### src/rtl/usrt_tx_framer.sv
// rtl/usrt_tx_framer.sv - USRT transmit framer/serializer (start, data, optional parity, 1/2 stop)
//
// Takes one DATA_W-bit word per valid/ready handshake and shifts the frame out
// LSB-first on o_Tx, one line bit every CLKS_PER_BIT clocks.
//
// Optional feature macro: USRT_TX_BREAK_EN (adds i_Break and a BREAK state that
// holds the line low for BREAK_BITS bit periods).
//
// Ports:
//   i_Pclk    clock, rising edge
//   i_Rst_n   synchronous active-low reset
//   i_Valid   word on i_Data is available
//   o_Ready   framer can accept a word (IDLE only)
//   i_Data    payload, LSB first on the line
//   i_Parity  00 none, 01 odd, 10 even, 11 none
//   i_Stop2   0: one stop bit, 1: two stop bits
//   o_Tx      serial line, idles high
//   o_Busy    frame or break in progress
//   o_Done    one-cycle pulse in the final cycle of the last stop bit
//   o_Frame   latched frame image {stop2, stop1, parity, data, start}
//   i_Break   line break request (USRT_TX_BREAK_EN builds only)

module usrt_tx_framer #(
    parameter int DATA_W       = 8,
    parameter int CLKS_PER_BIT = 1,
    parameter int BREAK_BITS   = 13
) (
    input  logic              i_Pclk,
    input  logic              i_Rst_n,
    input  logic              i_Valid,
    output logic              o_Ready,
    input  logic [DATA_W-1:0] i_Data,
    input  logic [1:0]        i_Parity,
    input  logic              i_Stop2,
    output logic              o_Tx,
    output logic              o_Busy,
    output logic              o_Done,
    output logic [DATA_W+3:0] o_Frame
`ifdef USRT_TX_BREAK_EN
    ,
    input  logic              i_Break
`endif
);

    localparam int CCW = (CLKS_PER_BIT > 1) ? $clog2(CLKS_PER_BIT) : 1;
    localparam int DBW = $clog2(DATA_W);
    localparam int KBW = (BREAK_BITS > 1) ? $clog2(BREAK_BITS) : 1;
    // The bit counter sequences data bits and, when enabled, break periods.
    localparam int BCW = (DBW > KBW) ? DBW : KBW;

    localparam logic [CCW-1:0] CLK_LAST  = CCW'(CLKS_PER_BIT - 1);
    localparam logic [BCW-1:0] DATA_LAST = BCW'(DATA_W - 1);
`ifdef USRT_TX_BREAK_EN
    localparam logic [BCW-1:0] BRK_LAST  = BCW'(BREAK_BITS - 1);
`endif

    typedef enum logic [2:0] {
        S_IDLE   = 3'd0,
        S_START  = 3'd1,
        S_DATA   = 3'd2,
        S_PARITY = 3'd3,
        S_STOP1  = 3'd4,
        S_STOP2  = 3'd5,
        S_BREAK  = 3'd6
    } state_t;

    state_t            state_q, state_d;
    logic [CCW-1:0]    clk_cnt_q, clk_cnt_d;
    logic [BCW-1:0]    bit_cnt_q, bit_cnt_d;
    logic [DATA_W-1:0] shift_q, shift_d;
    logic              has_par_q, has_par_d;
    logic              stop2_q, stop2_d;
    logic [DATA_W+3:0] frame_q, frame_d;
    logic              tx_q, tx_d;
    logic              done_q, done_d;
    logic              busy_q, busy_d;

    logic              accept;
    logic              bit_end;
    logic              par_en;
    logic              par_bit;

`ifdef USRT_TX_BREAK_EN
    // A pending break request blocks acceptance while idle.
    assign o_Ready = ~busy_q & ~i_Break;
`else
    assign o_Ready = ~busy_q;
`endif
    assign o_Tx    = tx_q;
    assign o_Busy  = busy_q;
    assign o_Done  = done_q;
    assign o_Frame = frame_q;

    assign accept  = i_Valid & o_Ready;
    assign bit_end = (clk_cnt_q == CLK_LAST);
    assign par_en  = (i_Parity == 2'b01) || (i_Parity == 2'b10);
    // Odd: total ones including parity is odd; even: total is even.
    assign par_bit = (i_Parity == 2'b01) ? ~^i_Data : ^i_Data;

    always_ff @(posedge i_Pclk) begin
        if (!i_Rst_n) begin
            state_q   <= S_IDLE;
            clk_cnt_q <= '0;
            bit_cnt_q <= '0;
            shift_q   <= '0;
            has_par_q <= 1'b0;
            stop2_q   <= 1'b0;
            frame_q   <= '0;
            tx_q      <= 1'b1;
            done_q    <= 1'b0;
            busy_q    <= 1'b0;
        end else begin
            state_q   <= state_d;
            clk_cnt_q <= clk_cnt_d;
            bit_cnt_q <= bit_cnt_d;
            shift_q   <= shift_d;
            has_par_q <= has_par_d;
            stop2_q   <= stop2_d;
            frame_q   <= frame_d;
            tx_q      <= tx_d;
            done_q    <= done_d;
            busy_q    <= busy_d;
        end
    end

    // Next-state logic. tx_d is the line level of the state being entered, so
    // o_Tx changes exactly on bit boundaries straight from a flop.
    always_comb begin
        state_d   = state_q;
        clk_cnt_d = clk_cnt_q;
        bit_cnt_d = bit_cnt_q;
        shift_d   = shift_q;
        has_par_d = has_par_q;
        stop2_d   = stop2_q;
        frame_d   = frame_q;
        tx_d      = tx_q;
        done_d    = 1'b0;
        busy_d    = busy_q;

        if (state_q != S_IDLE) begin
            clk_cnt_d = bit_end ? '0 : clk_cnt_q + 1'b1;
        end

        case (state_q)
            S_IDLE: begin
                tx_d = 1'b1;
`ifdef USRT_TX_BREAK_EN
                if (i_Break) begin
                    state_d   = S_BREAK;
                    tx_d      = 1'b0;
                    clk_cnt_d = '0;
                    bit_cnt_d = '0;
                end else
`endif
                if (accept) begin
                    state_d   = S_START;
                    tx_d      = 1'b0;
                    clk_cnt_d = '0;
                    bit_cnt_d = '0;
                    shift_d   = i_Data;
                    has_par_d = par_en;
                    stop2_d   = i_Stop2;
                    frame_d   = {1'b1, 1'b1, (par_en ? par_bit : 1'b1), i_Data, 1'b0};
                end
            end
            S_START: begin
                if (bit_end) begin
                    state_d   = S_DATA;
                    bit_cnt_d = '0;
                    tx_d      = shift_q[0];
                end
            end
            S_DATA: begin
                if (bit_end) begin
                    if (bit_cnt_q == DATA_LAST) begin
                        if (has_par_q) begin
                            state_d = S_PARITY;
                            tx_d    = frame_q[DATA_W+1];
                        end else begin
                            state_d = S_STOP1;
                            tx_d    = 1'b1;
                        end
                    end else begin
                        bit_cnt_d = bit_cnt_q + 1'b1;
                        shift_d   = shift_q >> 1;
                        tx_d      = shift_q[1];
                    end
                end
            end
            S_PARITY: begin
                if (bit_end) begin
                    state_d = S_STOP1;
                    tx_d    = 1'b1;
                end
            end
            S_STOP1: begin
                if (bit_end) begin
                    state_d = stop2_q ? S_STOP2 : S_IDLE;
                    tx_d    = 1'b1;
                end
            end
            S_STOP2: begin
                if (bit_end) begin
                    state_d = S_IDLE;
                    tx_d    = 1'b1;
                end
            end
`ifdef USRT_TX_BREAK_EN
            S_BREAK: begin
                tx_d = 1'b0;
                if (bit_end) begin
                    if (bit_cnt_q == BRK_LAST) begin
                        state_d   = S_IDLE;
                        tx_d      = 1'b1;
                        bit_cnt_d = '0;
                    end else begin
                        bit_cnt_d = bit_cnt_q + 1'b1;
                    end
                end
            end
`endif
            default: begin
                state_d = S_IDLE;
                tx_d    = 1'b1;
            end
        endcase

        busy_d = (state_d != S_IDLE);
        // Pulse lands in the last clock of whichever stop bit ends the frame.
        done_d = (((state_d == S_STOP1) && !stop2_q) || (state_d == S_STOP2))
                 && (clk_cnt_d == CLK_LAST);
    end

endmodule

### config.mk
export PLATFORM = sky130hd
export DESIGN_NAME = usrt_tx_framer
export DESIGN_NICKNAME = d
export VERILOG_FILES = /design/src/rtl/usrt_tx_framer.sv
export SDC_FILE = /design/constraint.sdc
export NUM_CORES = 1
export LEC_CHECK = 0
export ABC_AREA = 1
export CAP_MARGIN = 30
export CELL_PAD_IN_SITES_DETAIL_PLACEMENT = 0
export CELL_PAD_IN_SITES_GLOBAL_PLACEMENT = 1
export CORE_MARGIN = 1
export CORE_UTILIZATION = 38
export DETAILED_ROUTE_END_ITERATION = 16
export GPL_TIMING_DRIVEN = 0
export PLACE_DENSITY = 0.84
export SYNTH_ARGS = -nofsm -noshare
export SYNTH_HDL_FRONTEND = slang
export SYNTH_SLANG_ARGS = --single-unit
export TNS_END_PERCENT = 100
### constraint.sdc
create_clock -name i_Pclk -period 2.1 [get_ports i_Pclk]
set_input_delay 0.42 -clock i_Pclk [delete_from_list [all_inputs] [get_ports i_Pclk]]
set_output_delay 0.42 -clock i_Pclk [all_outputs]
set_load 0.03 [all_outputs]
## After elaboration in Yosys (flattened, before gate mapping)

Index checks and enable logic that the tools add are counted.

| word-level totals | value |
|---|---|
| bits in registers | 31 |
| input bits | 14 |
| output and inout port bits | 16 |
| word-level logic and storage cells | 79 |

| operators by class | value |
|---|---|
| eq/ne operators | 15 |
| reductions and logical operators | 17 |
| bitwise gates (word level) | 3 |
| muxes and demuxes | 32 |
| add/sub/neg operators | 2 |

Operators with widths:

| cell | number |
|---|---|
| 3-bit 2-to-1 mux | 9 |
| 8-bit 2-to-1 mux | 3 |
| 3-bit one-hot mux with 6 select lines | 1 |
| 4-bit 2-to-1 mux | 4 |
| 8-bit one-hot mux with 2 select lines | 1 |
| 3-bit equality test (second input constant) | 4 |
| 1-bit 2-to-1 mux | 12 |
| 4-bit one-hot mux with 3 select lines | 1 |
| 2-bit inequality test (second input constant) | 5 |
| 3-bit nonzero test | 3 |
| 8-bit XNOR reduction | 1 |
| 8-bit XOR reduction | 1 |
| 3-bit by 2-bit equality test with 1-bit output (second input constant) | 2 |
| 5-bit AND reduction | 1 |
| 4-bit by 1-bit adder with 4-bit output (second input constant) | 1 |
| 4-bit by 3-bit equality test with 1-bit output (second input constant) | 1 |
| 1-bit one-hot mux with 4 select lines | 1 |
| 4-bit AND reduction | 1 |
| 3-bit by 1-bit equality test with 1-bit output (second input constant) | 1 |
| 3-bit logical NOT | 1 |
| 3-bit AND reduction | 1 |
| 3-bit OR reduction | 1 |
| 2-bit by 1-bit equality test with 1-bit output (second input constant) | 1 |
| 2-bit equality test (second input constant) | 1 |
| 8 further kinds | 11 |

## Longest topological paths before layout

| logic depth | value |
|---|---|
| depth after elaboration | 8 |
| depth in mapped cells | 11 |
| depth with buffers taken out | 11 |

## Worst setup path after synthesis

No wires, ideal clock.

| timing path | value |
|---|---|
| kind | register to register |
| from | reg busy_q, in the netlist o_Busy |
| to | reg shift_q[6] |
| arrival | 1,376 ps |
| period minus slack after synthesis | 1,492 ps |
| cell stages (with the launch flop) | 9 |
| path buffers | 0 |
| data required time | 1,984 ps |
| setup time | 116 ps |
| setup slack | 608 ps |
| cell sequence | dfxtp_1 inv_1 nand2_1 nand3_2 nand2_4 nor2_4 inv_4 nor2_1 nor2_1 |

| between the ends | value |
|---|---|
| longest elaborated chain between the ends | 4 |

RTL lines:

| item | line | text |
|---|---|---|
| start: declaration | 76 | `logic busy_q, busy_d;` |
| start signal: assignment | 122 | `busy_q <= busy_d;` |
| 1-bit NOT | 87 | `assign o_Ready = ~busy_q;` |
| named net o_Ready | 31 | `output logic o_Ready,` |
| 1-bit AND | 94 | `assign accept = i_Valid & o_Ready;` |
| 2-bit inequality test (no line) | -- |  |
| 4-bit AND reduction (no line) | -- |  |
| end signal: assignment | 116 | `shift_q <= shift_d;` |
| end: declaration | 70 | `logic [DATA_W-1:0] shift_q, shift_d;` |

The timed path passes the listed nets, and every way through them passes these cells.
A chain may end at the register's enable or synchronous reset.

==> results.yml <==
outcome:
  status: "completed"
timing:
  setup_violations: 0
  clock_skew_ns: 0.00526
  rsz0062_at_grt: "no"
  fmax_mhz: 549
  slew_viol_final: 0
  finalCriticalPeriod_ns: 1.82
  finalHoldViolCount: 0
  finalCritPeriodShare_pct: 86.7
clocking:
  cts_setup_buffers: 0
  cts_tree: "built"
  cts-htree-levels: 2
  clk_latency_ns: 0.28
  cts_buffers: 5
  cts.sinks: 31
  clk_path_buf_depth: 2
  cts_resized: 0
  cts_hold_buffers: 0
  ctsRootBufferMaster: "clkbuf_8"
  clkSlewWorstSetupHoldPaths_ns: 0.06
worst_setup_path:
  r2r_end: "shift_q[0]"
  worst-setup-path-type: "register to primary output"
  cp_data_arrival_time_ns: 1.40
  r2r_start: "bit_cnt_q[0]"
  startpoint_type: "register"
  rr_worst_depth: 9
  worstSetupEndpointType: "primary output"
  worstPathRequired_ns: 1.68
  rrSetupSlack_ns: 0.54
  crit_path_max_fanout: 3
power:
  p_leak_nw: 0.944
  ir_worst_vdd_v: 0.000535
  power_density_nw_per_um2: 826
placement:
  place_area_um2: 1990
  hpwl_um: 2810
  dp_cells: 321
  gp_congestion: 0.896
  port-buffer-count: 28
route:
  ant_nets: 0
  route.vias.total: 1567
  drcViolationCount: 0
  first_pass_iters: 4
  routed_wirelength_um: 3760
  avgRoutedWirePerCell_um: 11.4
  drt-initial-drc-count: 112
  vias_per_cell: 4.76
floorplanning:
  fp.dieH_um: 67.9
  die_x_um: 67.9
  ioPinCount: 30
  start_util_pct: 40.4
  core_area_um2: 4090
  row_count: 23
  die_area_um2: 4610
global_route:
  overflow: 0
  grt_pass1_vias: 1424
  antenna_found_initial: 0
  track_usage_pct: 18.9
  grt_pass1_wl_um: 6360
  grt_max_degree: 11
logic_synthesis:
  postSynthAreaPerCell_um2: 6.79
  synth_area_um2: 1650
  ys_seq_area_share_pct: 37.6
  ys_warn_count: 0
  ys_ff_latch: 31
  syn_nets: 259
  synth_cell_types: 27
  syn_inst: 243
final_layout:
  area_growth_pct: 25.9
  fin_nets: 294
  final_area_um2: 2080
  n_antenna_cell: 0
  final_cells: 329
  fillCellCount: 438
  drive_gt1_share_pct: 11.5
min_path:
  min_path_cells: 2
  hp-class: "register to register"
  min_to: "o_Frame[8]"
  min_from: "o_Frame[8]"
job:
  drv_cap: 0
sequential cells by signal (all words and copies together) (netlist names):
name       count
state_q        3
bit_cnt_q      4
stop2_q        1
has_par_q      1
shift_q        8
o_Frame       10
clk_cnt_q      1
o_Done         1
o_Busy         1
o_Tx           1
layer usage:
metal | up-vias | global-route usage [%] | part of all wire [%]
met4 | 0 | 6.25 | 0.88
met1 | 703 | 23.9 | 49
li1 | 835 | - | -
met2 | 25 | 30.7 | 47
met5 | - | 0 | 0
met3 | 4 | 5.33 | 3.8
cells in the mapped netlist, drive strengths merged:
cell	instances	area (um^2)
ha	2	25.0
clkinv	1	3.75
dfxtp	31	621
inv	31	119
nand4	4	25.0
nor2	41	199
o21a	1	7.51
nand2	61	256
conb	1	3.75
clkbuf	2	7.51
o21ai	24	120
nor3	2	10.0
a21oi	16	87.6
xnor2	3	26.3
buf	5	38.8
nand3	16	85.1
nand3b	2	15.0
stage by stage:
step	utilization (%)	power [W]	hold slack [ns]	worst slack (ns)	setup TNS, ns
after CTS	50.8	0.00174	0.468	0.270	0
after global placement	48.8	0.00129	0.455	0.0411	0
after detailed placement	48.8	0.00129	0.456	-0.00744	-0.00744
final	50.8	0.00172	0.463	0.279	0
after global routing	50.8	0.00183	0.486	0.220	0
after floorplan	-	0.00110	0.444	0.608	0
power breakdown:
group / switching (W) / total [W] / internal (W) / leakage (nW)
clock: 0.000217 / 0.000443 / 0.000226 / 0.0477
combinational: 0.000341 / 0.000554 / 0.000213 / 0.641
sequential: 0.0000505 / 0.000719 / 0.000668 / 0.255
worst max-delay path by stage:
stage,from,endpoint,slack [ns],cells after the start
after detailed placement,i_Rst_n,o_Frame[9],-0.007,6
after global placement,i_Rst_n,o_Frame[9],0.04,6
after CTS,o_Frame[10],o_Frame[11],0.27,2
after global routing,o_Frame[10],o_Frame[11],0.22,2
final,o_Frame[10],o_Frame[11],0.28,2
after floorplan,o_Busy,shift_q[6],0.61,8
logic make-up after synthesis:
kind of cell | count (synthesis) | share of synthesized area, %
buf+inv | 39 | 10.2
xor+xnor | 3 | 1.59
other cells | 1 | 0.227
compound gates | 41 | 13.0
flops | 31 | 37.6
fa+ha+maj | 2 | 1.52
simple gates | 126 | 35.8
layout make-up:
class,count,area (um^2),share of cell area (%)
clock buffers,5,68.8,3.31
multi-input cells,173,861,41.4
plain buffers,7,46.3,2.23
clock inverters,3,15.0,0.723
flip-flops and latches,31,621,29.9
inverters,32,123,5.90
repair buffers,28,280,13.5
well taps,50,62.6,3.01
layout by cell type (no fill, tap or decap), types with 5 or more instances in the layout:
cell type / count
clkbuf_8: 5
nand3_1: 15
a21oi_1: 14
nor2_4: 6
inv_1: 28
nor2_1: 35
o21ai_0: 23
nand2_2: 5
clkdlybuf4s50_1: 28
nand2_1: 54
dfxtp_1: 31
worst max-delay path, cell delays in order, from the launching register on:
cell             delay [ns]
dfxtp_1                0.35
buf_4                  0.11
clkdlybuf4s50_1        0.66
Power figures use the tool's default switching activity.
